`src/rtl/acc_bias_requant_tx.sv`:
```
// acc_bias_requant_tx: buffers one bias-added accumulator vector, requantizes
// each element (rounding shift, optional ReLU, saturation) and streams it out.
// Ports:
//   clk, rst_n            clock, async active-low reset
//   i_valid/o_ready       input vector handshake
//   i_acc_bias            COLS packed signed AB_BW elements, element 0 in LSBs
//   i_shift, i_relu_en    requant controls, sampled at capture
//   o_valid/i_ready       output element handshake
//   o_data, o_col, o_last requantized element, its index, last-element flag
module acc_bias_requant_tx #(
    parameter int COLS     = 5,
    parameter int AB_BW    = 25,
    parameter int O_BW     = 8,
    parameter int SHIFT_BW = 5,
    localparam int CW      = (COLS > 1) ? $clog2(COLS) : 1
) (
    input  logic                  clk,
    input  logic                  rst_n,
    input  logic                  i_valid,
    output logic                  o_ready,
    input  logic [AB_BW*COLS-1:0] i_acc_bias,
    input  logic [SHIFT_BW-1:0]   i_shift,
    input  logic                  i_relu_en,
    output logic                  o_valid,
    input  logic                  i_ready,
    output logic [O_BW-1:0]       o_data,
    output logic [CW-1:0]         o_col,
    output logic                  o_last
);

    typedef enum logic {
        IDLE = 1'b0,
        SEND = 1'b1
    } state_t;

    localparam logic [CW-1:0] LAST = CW'(COLS - 1);

    localparam logic signed [AB_BW:0] OMAX = (AB_BW+1)'(2**(O_BW-1) - 1);
    localparam logic signed [AB_BW:0] OMIN = (AB_BW+1)'(-(2**(O_BW-1)));

    state_t               state_q, state_d;
    logic [AB_BW-1:0]     buf_q [COLS];
    logic [SHIFT_BW-1:0]  shift_q;
    logic                 relu_q;
    logic [O_BW-1:0]      data_q, data_d;
    logic [CW-1:0]        col_q, col_d;
    logic                 valid_q, valid_d;
    logic                 load;
    logic                 last;
    logic                 beat;
    logic [CW-1:0]        col_inc;
    logic [AB_BW-1:0]     nxt_elem;

    // Computed in AB_BW+1 bits so adding the rounding constant cannot overflow.
    function automatic logic [O_BW-1:0] rq(
        input logic [AB_BW-1:0]    x,
        input logic [SHIFT_BW-1:0] sh,
        input logic                relu
    );
        int unsigned           si;
        logic signed [AB_BW:0] xe;
        logic signed [AB_BW:0] rnd;
        logic signed [AB_BW:0] y;
        si  = 32'(sh);
        if (si > AB_BW - 1) si = AB_BW - 1;
        xe  = {x[AB_BW-1], x};
        rnd = '0;
        if (si > 0) rnd = (AB_BW+1)'(1) << (si - 1);
        y   = (xe + rnd) >>> si;
        if (relu && y < 0) y = '0;
        if (y > OMAX) return OMAX[O_BW-1:0];
        if (y < OMIN) return OMIN[O_BW-1:0];
        return y[O_BW-1:0];
    endfunction

    assign last    = (col_q == LAST);
    assign beat    = valid_q & i_ready;
    assign col_inc = col_q + CW'(1);

    always_comb begin
        nxt_elem = '0;
        for (int i = 0; i < COLS; i++) begin
            if (CW'(i) == col_inc) nxt_elem = buf_q[i];
        end
    end

    always_comb begin
        state_d = state_q;
        valid_d = valid_q;
        data_d  = data_q;
        col_d   = col_q;
        load    = 1'b0;
        o_ready = 1'b0;
        unique case (state_q)
            IDLE:    o_ready = 1'b1;
            SEND:    o_ready = last & i_ready;
            default: o_ready = 1'b0;
        endcase
        // In SEND a capture can only coincide with the last beat.
        if (i_valid && o_ready) begin
            load    = 1'b1;
            state_d = SEND;
            valid_d = 1'b1;
            col_d   = '0;
            data_d  = rq(i_acc_bias[AB_BW-1:0], i_shift, i_relu_en);
        end else if (beat) begin
            if (!last) begin
                col_d  = col_inc;
                data_d = rq(nxt_elem, shift_q, relu_q);
            end else begin
                valid_d = 1'b0;
                state_d = IDLE;
            end
        end
    end

    always_ff @(posedge clk or negedge rst_n) begin
        if (!rst_n) begin
            state_q <= IDLE;
            valid_q <= 1'b0;
            data_q  <= '0;
            col_q   <= '0;
            shift_q <= '0;
            relu_q  <= 1'b0;
            for (int i = 0; i < COLS; i++) buf_q[i] <= '0;
        end else begin
            state_q <= state_d;
            valid_q <= valid_d;
            data_q  <= data_d;
            col_q   <= col_d;
            if (load) begin
                shift_q <= i_shift;
                relu_q  <= i_relu_en;
                for (int i = 0; i < COLS; i++) begin
                    buf_q[i] <= i_acc_bias[i*AB_BW +: AB_BW];
                end
            end
        end
    end

    assign o_valid = valid_q;
    assign o_data  = data_q;
    assign o_col   = col_q;
    assign o_last  = last;

endmodule

```
`config.mk`:
```
export PLATFORM = sky130hd
export DESIGN_NAME = acc_bias_requant_tx
export DESIGN_NICKNAME = d
export VERILOG_FILES = /design/src/rtl/acc_bias_requant_tx.sv
export SDC_FILE = /design/constraint.sdc
export NUM_CORES = 1
export LEC_CHECK = 0
export BUFFER_PORTS_ARGS = -buffer_cell sky130_fd_sc_hd__buf_2
export CORE_ASPECT_RATIO = 0.9
export CORE_MARGIN = 2
export CORE_UTILIZATION = 40
export CTS_CLUSTER_SIZE = 20
export DETAILED_ROUTE_END_ITERATION = 7
export GPL_TIMING_DRIVEN = 0
export HOLD_SLACK_MARGIN = 0.06
export PLACE_DENSITY = 0.69
export SYNTH_ARGS = -nofsm -noshare
export SYNTH_HDL_FRONTEND = slang
export SYNTH_SLANG_ARGS = --single-unit
```
`constraint.sdc`:
```
create_clock -name clk -period 14.4 [get_ports clk]
set_input_delay 2.88 -clock clk [delete_from_list [all_inputs] [get_ports clk]]
set_output_delay 2.88 -clock clk [all_outputs]
set_load 0.01 [all_outputs]
```
**Yosys cells after proc, flatten, opt, wreduce, memory -nomap -nowiden**

Cells that the tools add are included.

- Bitwise logic cells: 3
- Mux-type cells: 56
- Magnitude comparators: 10
- Equality and inequality tests: 6
- Shift operators: 4
- Reduce and logical (&&, ||, !) cells: 8
- Add/sub/neg operators: 5

Operators by type and width:

| kind | number |
|---|---|
| 26-bit two-way mux | 12 |
| 32-bit two-way mux | 4 |
| 25-bit two-way mux | 5 |
| 8-bit two-way mux | 11 |
| 32-bit by 1-bit > comparator with 1-bit output (second input constant) | 2 |
| 1-bit by 32-bit left shift with 26-bit output (first input constant) | 2 |
| 26-bit by 32-bit >>> shifter with 26-bit output | 2 |
| 32-bit by 1-bit subtractor with 32-bit output (second input constant) | 2 |
| 25-bit by 26-bit adder with 26-bit output | 2 |
| 26-bit by 8-bit > comparator with 1-bit output (second input constant) | 2 |
| 26-bit by 1-bit < comparator with 1-bit output (second input constant) | 2 |
| 26-bit by 8-bit < comparator with 1-bit output (second input constant) | 2 |
| 1-bit two-way mux | 18 |
| 5-bit > comparator (second input constant) | 2 |
| 5-bit two-way mux | 2 |
| 3-bit two-way mux | 3 |
| 2-bit by 3-bit == test with 1-bit output (first input constant) | 2 |
| 2-bit AND reduction | 2 |
| 2-bit nonzero test | 2 |
| 3-bit by 1-bit adder with 3-bit output (second input constant) | 1 |
| 1-bit by 3-bit == test with 1-bit output (first input constant) | 1 |
| 3-bit == test (first input constant) | 1 |
| 3-bit == test (second input constant) | 1 |
| 1-bit logical AND | 3 |
| 5 further kinds | 6 |

- Word-level logic and storage cells: 102
- Register bits after elaboration: 143

**Logic depth before layout (Yosys ltp)**

Gate-level depths: netlist (run 1).

- Word-level depth: 33
- Depth in mapped cells: 32
- Depth with buffers taken out: 26

**Worst setup path before layout (run 1)**

OpenSTA, ideal clock, no wires.

- Kind: input port to flip-flop
- Start point: in i_shift[0]
- End point: reg data_q[3], in the netlist o_data[3]
- Library setup time: 0.104 ns
- Data required time: 14.296 ns
- Slack: 5.017 ns
- Arrival time: 9.279 ns
- Stages: 30
- Path buffers: 4
- Cell sequence: buf_2 > inv_2 > a21oi_2 > inv_2 > clkbuf_1 > buf_1 > clkbuf_1 > ha_1 > and2_1 > ha_1 > inv_1 > o21ai_1 > nor2_1 > nand3_1 > nor2_1 > ha_1 > fa_1 > a211oi_1 > o211ai_2 > and2_1 > a2111oi_0 > o21ai_1 > a22oi_1 > a21oi_1 > nor4_2 > nand4_1 > or4_4 > o31a_2 > or2_0 > a221oi_1

- Cells in the longest elaborated chain, start to end: 20
- Elaborated cells on any way between the ends: 25

Ends and longest elaborated chain:

| element | RTL line | source |
|---|---|---|
| from (decl) | 22 | `input logic [SHIFT_BW-1:0] i_shift,` |
| 5-bit > comparator | 65 | `if (si > AB_BW - 1) si = AB_BW - 1;` |
| 5-bit two-way mux * | 65 |  |
| 32-bit two-way mux * | 100 | `if (i_valid && o_ready) begin` |
| 32-bit by 1-bit subtractor with 32-bit output | 68 | `if (si > 0) rnd = (AB_BW+1)'(1) << (si - 1);` |
| 1-bit by 32-bit left shift with 26-bit output | 68 |  |
| 26-bit two-way mux | 68 |  |
| 26-bit two-way mux | 100 |  |
| 25-bit by 26-bit adder with 26-bit output | 69 | `y = (xe + rnd) >>> si;` |
| (+3 left out) | -- |  |
| 26-bit two-way mux * | 70 | `if (relu && y < 0) y = '0;` |
| 26-bit two-way mux * | 100 |  |
| 26-bit by 8-bit < comparator with 1-bit output | 72 | `if (y < OMIN) return OMIN[O_BW-1:0];` |
| 1-bit two-way mux (2 in series) | 72 |  |
| 1-bit two-way mux | 100 |  |
| 8-bit two-way mux | 73 | `return y[O_BW-1:0];` |
| 8-bit two-way mux * | 72 |  |
| 8-bit two-way mux * | 100 |  |
| to (signal assigned) | 129 | `data_q <= data_d;` |
| to (decl) | 45 | `logic [O_BW-1:0] data_q, data_d;` |

Mark *: on every way between the ends. The rest lies on a longest branch, timed or not. The select of a mux whose other input is x is not followed.
A chain may end at the register's enable or synchronous reset.

**Worst setup path in the final report (run 1)**

Ends and elaborated chain as after synthesis.

==> results of run 1 <==
[cells in the final DEF (no fill, tap or decap), types with 16 or more instances in the layout]
cell type / instances
sky130_fd_sc_hd__clkbuf_1: 73
sky130_fd_sc_hd__mux2_2: 132
sky130_fd_sc_hd__and3_1: 19
sky130_fd_sc_hd__nor2_1: 187
sky130_fd_sc_hd__a311oi_1: 26
sky130_fd_sc_hd__a211oi_1: 34
sky130_fd_sc_hd__buf_2: 162
sky130_fd_sc_hd__dfrtp_1: 143
sky130_fd_sc_hd__a21o_1: 22
sky130_fd_sc_hd__nand2_1: 223
sky130_fd_sc_hd__nand3_1: 75
sky130_fd_sc_hd__a21oi_1: 121
sky130_fd_sc_hd__inv_1: 35
sky130_fd_sc_hd__xnor2_1: 22
sky130_fd_sc_hd__nor4_1: 22
sky130_fd_sc_hd__nor3_1: 46
sky130_fd_sc_hd__clkbuf_16: 17
sky130_fd_sc_hd__o22ai_1: 16
sky130_fd_sc_hd__mux2i_1: 34
sky130_fd_sc_hd__nand4_1: 29
sky130_fd_sc_hd__a31oi_1: 18
sky130_fd_sc_hd__ha_1: 62
sky130_fd_sc_hd__o211ai_1: 41
sky130_fd_sc_hd__o21ai_0: 108
[final cells by class]
| type | count | area, um^2 | share of cell area, % |
|---|---|---|---|
| flip-flops and latches | 143 | 3580 | 21.0 |
| diodes | 3 | 7.51 | 0.0441 |
| inverters | 40 | 164 | 0.962 |
| multi-input cells | 1562 | 10700 | 62.6 |
| plain buffers | 127 | 697 | 4.09 |
| clock buffers | 19 | 453 | 2.66 |
| repair buffers | 146 | 759 | 4.46 |
| clock inverters | 13 | 104 | 0.610 |
| well taps | 483 | 604 | 3.55 |
[registers in the layout, summed over array words and instances (netlist names)]
name     flops
buf_q      125
o_data       8
shift_q      5
o_col        3
o_valid      1
relu_q       1
[how the worst min path moves through the flow]
stage | to | slack, ns | cells past startpoint
6_report | buf_q[41] | 0.51 | 1
5_1_grt | buf_q[59] | 0.52 | 1
4_1_cts | buf_q[85] | 0.51 | 1
3_5_place_dp | buf_q[90] | 0.50 | 1
3_3_place_gp | buf_q[27] | 0.49 | 1
2_1_floorplan | buf_q[49] | 0.47 | 1
[metal layers]
metal	wire [um]	share of wire, %	vias up
met5	44	0.074	-
met4	1360	2.3	6
met3	5510	9.3	102
met2	25600	43	937
met1	26800	45	7978
li1	-	-	7457
[metrics by stage]
stage / setup slack (ns) / instances / utilization, % / hold slack, ns / instance area [um^2]
after CTS: 3.57 / 2533 / 45.7 / 0.511 / 17000
after global placement: 3.10 / 2500 / 44.2 / 0.491 / 16400
after detailed placement: 3.11 / 2501 / 44.2 / 0.496 / 16500
final: 3.24 / 2536 / 45.8 / 0.509 / 17000
after global routing: 2.78 / 2534 / 45.7 / 0.523 / 17000
after floorplan: 5.02 / 1872 / - / 0.473 / 15100
[worst reg2reg max path, delay by kind of cell (launching register included)]
kind                     cells  cell delay [ns]
flip-flops                   1             0.62
AO/OA/AOI/OAI               10             3.16
buffers and inverters        8             1.79
adder cells (fa/ha/maj)      4             1.13
AND/OR/NAND/NOR              8             2.48
[cells by family after synthesis]
family          share of synthesized area, %
mux                                     12.9
simple gates                            21.9
xor+xnor                                2.18
buf+inv                                 5.70
flops                                   23.7
fa+ha+maj                               5.40
compound gates                          28.3
[power breakdown]
group	internal [uW]	total [uW]	switching, uW	leakage (uW)
Combinational	1070	2870	1800	0.00501
Clock	233	432	199	0.000270
Sequential	602	740	139	0.00168
Total	1910	4050	2140	0.00696
[cell usage after synthesis, types with 16 or more instances]
| cell type | instances | area, um^2 |
|---|---|---|
| sky130_fd_sc_hd__a211oi_1 | 34 | 255 |
| sky130_fd_sc_hd__a21o_1 | 22 | 165 |
| sky130_fd_sc_hd__a21oi_1 | 121 | 606 |
| sky130_fd_sc_hd__a311oi_1 | 26 | 228 |
| sky130_fd_sc_hd__a31oi_1 | 18 | 113 |
| sky130_fd_sc_hd__and3_1 | 19 | 119 |
| sky130_fd_sc_hd__buf_2 | 18 | 90.1 |
| sky130_fd_sc_hd__clkbuf_1 | 73 | 274 |
| sky130_fd_sc_hd__dfrtp_1 | 143 | 3580 |
| sky130_fd_sc_hd__ha_1 | 62 | 776 |
| sky130_fd_sc_hd__inv_1 | 35 | 131 |
| sky130_fd_sc_hd__mux2_2 | 132 | 1490 |
| sky130_fd_sc_hd__mux2i_1 | 34 | 340 |
| sky130_fd_sc_hd__nand2_1 | 223 | 837 |
| sky130_fd_sc_hd__nand3_1 | 75 | 375 |
| sky130_fd_sc_hd__nand4_1 | 29 | 181 |
| sky130_fd_sc_hd__nor2_1 | 187 | 702 |
| sky130_fd_sc_hd__nor3_1 | 46 | 230 |
| sky130_fd_sc_hd__nor4_1 | 22 | 138 |
| sky130_fd_sc_hd__o211ai_1 | 41 | 308 |
| sky130_fd_sc_hd__o21ai_0 | 108 | 541 |
| sky130_fd_sc_hd__o22ai_1 | 16 | 100 |
| sky130_fd_sc_hd__xnor2_1 | 22 | 193 |
==> metrics.md, run 1 <==
| Metric | Value |
|---|---|
| CP Capture Type | `flop` |
| Hold path start | `buf_q[41]` |
| Drt first-iter violations | `2229` |
| Setup TNS after final layout | `0 ns` |
| Reg clk slew, reported paths | `0.07 ns` |
| Post-synth ARST share | `100%` |
| Pin count of the biggest net entering global routing | `between 90 and 100` |
| Post-cts gate resize count | `0` |
| Row cnt | `67` |
| Vias in the first global route | `approximately 15k` |
| Core box area | `0.0372 mm^2` |
| Buffers and inverters on the worst path | `6` |
| Fraction of final layout cells sized beyond drive strength 1 | `20.9%` |
| Peak VDD IR | `0.140 mV` |
| Horizontal die dimension | `209 um` |
| Cell Area, Synth | `0.0151 mm^2` |
| Worst Reg-to-Reg Cells | `30` |
| Buffer type at the clock tree root | `sky130_fd_sc_hd__clkbuf_16` |
| Slowest-stage cell, CP | `sky130_fd_sc_hd__o21ai_1` |
| Startpoint of the most critical setup path | `i_shift[0]` |
| Fillers | `3793` |
| CTS tree | `yes` |
| Yosys Warn Count | `0` |
| Setup slack of the most critical reg-to-reg path | `5.08 ns` |
| CTS Buffer Depth | `2` |
| Result of the run | `finished, final reports clean` |
| Total number of vias | `16.5k` |
| Startpoint of the worst register-to-register path | `shift_q[1]` |
| Sequential cell area fraction in the yosys report | `23.7%` |
| Number of endpoints failing setup at the final stage | `0` |
| Placer's final routability congestion estimate | `1.01` |
| Number of hold-repair buffers added at the cts stage | `0` |
| Max Fclk | `89.6 MHz` |
| Worst endpoint data arrival time | `11.51 ns` |
| Starting density of the core | `between 40% and 50%` |
| Number of sinks on the clock net | `about 140` |
| Worst stage delay on the critical path | `0.58 ns` |
| Max_slew headroom | `16.8%` |
| Routed length per instance | `23.4 um` |
| First-pass GRT wire length | `between 90000 and 100000 um` |
| Clock buffers created by TritonCTS | `17` |
| Final-report max-slew violation count | `0` |
| Period utilization | `77.5%` |
| Met1 demand-to-capacity share in global routing | `42.8%` |
| Remaining antenna violation count after routing | `0` |
| Tot Pwr | `4050 uW` |
| Tmin final | `11.16 ns` |
| Drt pass-1 iters | `8` |
| Maximum fanout encountered on the critical timing path | `11` |
| Main synth FF type | `sky130_fd_sc_hd__dfrtp_1` |
| Cell type group with the largest total delay on the critical path | `compound AO/OA/AOI/OAI gates` |
| Max-capacitance violation count | `0` |
| Antenna violations before repair | `5` |
| Endpoint of the worst setup timing path | `o_data[3]` |
| Worst skew pair latency | `0.44 ns` |
| Leakage power summed over all cells | `0.00696 uW` |
| Number of failing hold endpoints at the final stage | `0` |
| Met2 routing resource usage after global routing | `44.1%` |
| Placed wire-length estimate after detailed placement | `47200 um` |
| RSZ-0062 raised after global routing | `false` |
| Total GRT Usage | `29.1%` |
| Die Height | `188 um` |
| WP data required | `14.75 ns` |
| Post-synth EDFFs | `0` |
| Via-to-Cell Ratio | `between 6 and 7` |
| Post-Synthesis Mean Instance Area | `around 8.1 um^2` |
| Nets@finish | `approximately 2.2k` |
| Count of input and output buffers | `145` |
| Layout-stage area growth over the synthesis result | `12.8%` |
| Number of instances in the synthesized netlist | `about 1.9k` |
| Met3 track demand over resource | `4.40%` |
| Flop and latch count out of synthesis | `approximately 140` |
| Worst-margin pin slew | `1.24 ns` |
| Number of setup buffers added after CTS | `0` |
| Total wirelength of the detailed-routed design | `around 59000 um` |
| Die ar. | `0.0393 mm^2` |
| Worst setup SP type | `primary input` |
| Setup clock skew after layout | `approximately 0.017 ns` |
| Gr ovfl total | `0` |
| Critical path start-end classification | `primary input to flop` |
| Net count of the mapped netlist | `2071` |
| I/O pins | `roughly 150` |
| Power per standard cell area | `238 mW/mm^2` |
| Cell depth of the worst setup path | `28` |
| Deepest level of the CTS H-tree | `4` |
| Global-route layer with the greatest usage | `met2` |
| Worst reg2reg path endpoint | `o_data[4]` |
| Worst Hold Class | `flop to flop` |
| Post-route DRC | `0` |
| Unique masters post-synth | `approximately 120` |
Note: power is estimated with default switching activity, not from simulation.
==> inputs of run 2 (changes only) <==
--- a/config.mk
+++ b/config.mk
@@ -13,7 +13,7 @@
 export DETAILED_ROUTE_END_ITERATION = 7
 export GPL_TIMING_DRIVEN = 0
 export HOLD_SLACK_MARGIN = 0.06
-export PLACE_DENSITY = 0.69
+export PLACE_DENSITY = 0.71
 export SYNTH_ARGS = -nofsm -noshare
 export SYNTH_HDL_FRONTEND = slang
 export SYNTH_SLANG_ARGS = --single-unit
==> constraint.sdc (replaced) <==
create_clock -name clk -period 9.55 [get_ports clk]
set_input_delay 1.91 -clock clk [delete_from_list [all_inputs] [get_ports clk]]
set_output_delay 1.91 -clock clk [all_outputs]
set_load 0.01 [all_outputs]
==> metrics.md, run 2 (synthesis results as in run 1) <==
| Metric | Value |
|---|---|
| Routed length per instance | `23.6 um (+1.0%)` |
| Critical path start-end classification | `primary input to flop` |
| Logic pwr share | `71.3% (+0.3 points)` |
| Vias in the first global route | `15.5k (+0.55%)` |
| Worst Reg-to-Reg Cells | `29 (-3.3%)` |
| Peak VDD IR | `0.227 mV (+62%)` |
| Utilization after layout | `46.0% (+0.29 points)` |
| Hold path start | `buf_q[6]` |
| Share of total power in the clock network | `10.5% (-0.2 points)` |
| Number of sinks on the clock net | `143 (unchanged)` |
| WP data required | `9.88 ns (-4.87 ns)` |
| Reg clk slew, reported paths | `0.08 ns (about the same)` |
| CTS tree | `yes` |
| Pin count of the biggest net entering global routing | `93 (-4.1%)` |
| Number of failing hold endpoints at the final stage | `0 (unchanged)` |
| Buffer type at the clock tree root | `sky130_fd_sc_hd__clkbuf_16` |
| Drt first-iter violations | `1822 (-18%)` |
| Fraction of final layout cells sized beyond drive strength 1 | `21.6% (+0.73 points)` |
| Seq pwr share | `18.3% (about the same)` |
| Count of input and output buffers | `145 (unchanged)` |
| Startpoint of the worst register-to-register path | `shift_q[3]` |
| Horizontal die dimension | `209 um (unchanged)` |
| Most common library cell in the layout ignoring fill and taps | `sky130_fd_sc_hd__nand2_1` |
| Max_slew headroom | `35.7% (+19 points)` |
| Cell-internal power | `2880 uW (+51%)` |
| Worst skew pair latency | `0.44 ns (about the same)` |
| Worst Hold Class | `flop to flop` |
| Most used cells in the layout excluding fill and tap cells | `sky130_fd_sc_hd__nand2_1, sky130_fd_sc_hd__nor2_1, sky130_fd_sc_hd__buf_2` |
| Tmin final | `9.27 ns` |
| Flip-flop count of the largest register, all copies and words added | `125 (unchanged)` |
| CTS Buffer Depth | `2 (unchanged)` |
| Starting density of the core | `40.6% (unchanged)` |
| Gr ovfl total | `0 (unchanged)` |
| Net switching power | `3220 uW (+51%)` |
| Number of endpoints failing setup at the final stage | `0 (unchanged)` |
| Worst endpoint data arrival time | `9.60 ns (-1.91 ns)` |
| RSZ-0062 raised after global routing | `false` |
| Core box area | `0.0372 mm^2 (unchanged)` |
| Row cnt | `67 (unchanged)` |
| Power per standard cell area | `356 mW/mm^2 (+50%)` |
| Hold path depth | `1 (unchanged)` |
| Max-capacitance violation count | `0 (unchanged)` |
| Via-to-Cell Ratio | `6.54 (+0.60%)` |
| Layout-stage area growth over the synthesis result | `13.5%` |
| Proportion of total power due to net switching | `52.8% (about the same)` |
| Die Height | `188 um (unchanged)` |
| Setup clock skew after layout | `0.0190 ns (+0.00239 ns)` |
| Final-report max-slew violation count | `0 (unchanged)` |
| Clock buffers created by TritonCTS | `17 (unchanged)` |
| Drt pass-1 iters | `8 (unchanged)` |
| Antenna violations before repair | `6 (+1)` |
| Total GRT Usage | `29.8% (+0.73 points)` |
| Period utilization | `a little under 100%` |
| Post-route DRC | `0 (unchanged)` |
| Nets@finish | `2236 (unchanged)` |
| Leakage power summed over all cells | `0.00700 uW (+0.55%)` |
| Tot Pwr | `6100 uW (+51%)` |
| Largest register by flop count | `buf_q` |
| Worst-margin pin slew | `0.956 ns (-0.285 ns)` |
| Total wirelength of the detailed-routed design | `59900 um (+1.0%)` |
| Deepest level of the CTS H-tree | `4 (unchanged)` |
| Startpoint of the most critical setup path | `i_shift[0]` |
| Die ar. | `0.0393 mm^2 (unchanged)` |
| Maximum fanout encountered on the critical timing path | `11 (unchanged)` |
| Placer's final routability congestion estimate | `1.01 (+0.11%)` |
| Worst setup SP type | `primary input` |
| First-pass GRT wire length | `92000 um (+2.2%)` |
| Placed wire-length estimate after detailed placement | `47900 um (+1.6%)` |
| CP Capture Type | `flop` |
| Total number of vias | `16.6k (+0.64%)` |
| Max Fclk | `108 MHz` |
| I/O pins | `149 (unchanged)` |
| Result of the run | `finished, final reports clean` |
| Remaining antenna violation count after routing | `0 (unchanged)` |
-- run 2: cell count changes in the layout (fill, tap and decap cells not counted), sizes merged --
cell / change
buf: -1
clkinvlp: +2
clkinv: -1
diode: +1
-- run 2: path summary, 6_finish.rpt --
check | to | slack (ns)
hold reg to reg | buf_q[6] | 0.51
setup / recovery | o_data[3] | 0.28
max in group asynchronous | shift_q[0] | 7.31
hold / removal | buf_q[6] | 0.51
min in group asynchronous | buf_q[93] | 1.42
setup reg to reg | o_data[0] | 0.54
-- run 2: final cells by class --
type                    instances  area (um^2)
plain buffers                 125          694
inverters                      40          164
flip-flops and latches        143         3580
well taps                     483          604
multi-input cells            1562        10700
clock buffers                  18          439
fillers                      3715        20100
clock inverters                14          128
diodes                          4         10.0
repair buffers                148          774
-- run 2: metrics by stage --
| stage | setup slack (ns) | instances | setup TNS, ns | instance area (um^2) | hold slack, ns |
|---|---|---|---|---|---|
| after floorplan | 1.14 | 1872 | 0 | 15100 | 0.473 |
| after global placement | -0.853 | 2500 | -5.24 | 16400 | 0.490 |
| after detailed placement | -0.925 | 2501 | -5.74 | 16500 | 0.495 |
| after CTS | 0.0265 | 2533 | 0 | 17100 | 0.509 |
| after global routing | 0.00932 | 2535 | 0 | 17100 | 0.522 |
| final | 0.278 | 2537 | 0 | 17100 | 0.509 |
-- run 2: what timing repair did --
| action | CTS | global route |
|---|---|---|
| setup buffers | 0 | 2 |
| pin swaps | 0 | 1 |
| gates resized for setup | 5 | 14 |
| endpoints found under the hold margin | 0 | 0 |
| endpoints found under the setup margin | 7 | 7 |
| hold buffers | 0 | 0 |
-- run 2: critical path: stages --
cell and delay, ns:
sky130_fd_sc_hd__buf_2 0.28, sky130_fd_sc_hd__inv_2 0.15, sky130_fd_sc_hd__a21oi_4 0.29, sky130_fd_sc_hd__inv_2 0.11
sky130_fd_sc_hd__clkbuf_2 0.24, sky130_fd_sc_hd__clkbuf_2 0.28, sky130_fd_sc_hd__clkbuf_2 0.28, sky130_fd_sc_hd__ha_1 0.29
sky130_fd_sc_hd__and2_1 0.16, sky130_fd_sc_hd__ha_1 0.17, sky130_fd_sc_hd__inv_1 0.13, sky130_fd_sc_hd__o2111ai_2 0.24
sky130_fd_sc_hd__or2_2 0.38, sky130_fd_sc_hd__nor2_1 0.17, sky130_fd_sc_hd__ha_1 0.33, sky130_fd_sc_hd__and4_1 0.25
sky130_fd_sc_hd__and3_1 0.25, sky130_fd_sc_hd__a2111oi_2 0.85, sky130_fd_sc_hd__a21oi_2 0.20, sky130_fd_sc_hd__nor2_2 0.35
sky130_fd_sc_hd__o221ai_2 0.32, sky130_fd_sc_hd__a221oi_1 0.37, sky130_fd_sc_hd__nand4_1 0.14, sky130_fd_sc_hd__or4_4 0.52
sky130_fd_sc_hd__o31a_2 0.37, sky130_fd_sc_hd__or2_0 0.25, sky130_fd_sc_hd__a221oi_1 0.28
-- run 2: power by group through the flow --
stage          clock (uW)  sequential, uW  combinational (uW)
4_1_cts               646            1110                4210
3_5_place_dp            0            1120                4180
2_1_floorplan           0            1040                3040
6_report              640            1110                4350
5_1_grt               678            1150                4660
3_3_place_gp            0            1110                4180
-- run 2: routing by layer --
metal / track usage [%] / up-vias / routed length, um
li1: - / 7462 / -
met5: 0 / - / 14
met2: 44.2 / 949 / 25600
met1: 42.9 / 8057 / 26300
met3: 7.08 / 115 / 6190
met4: 8.43 / 2 / 1690
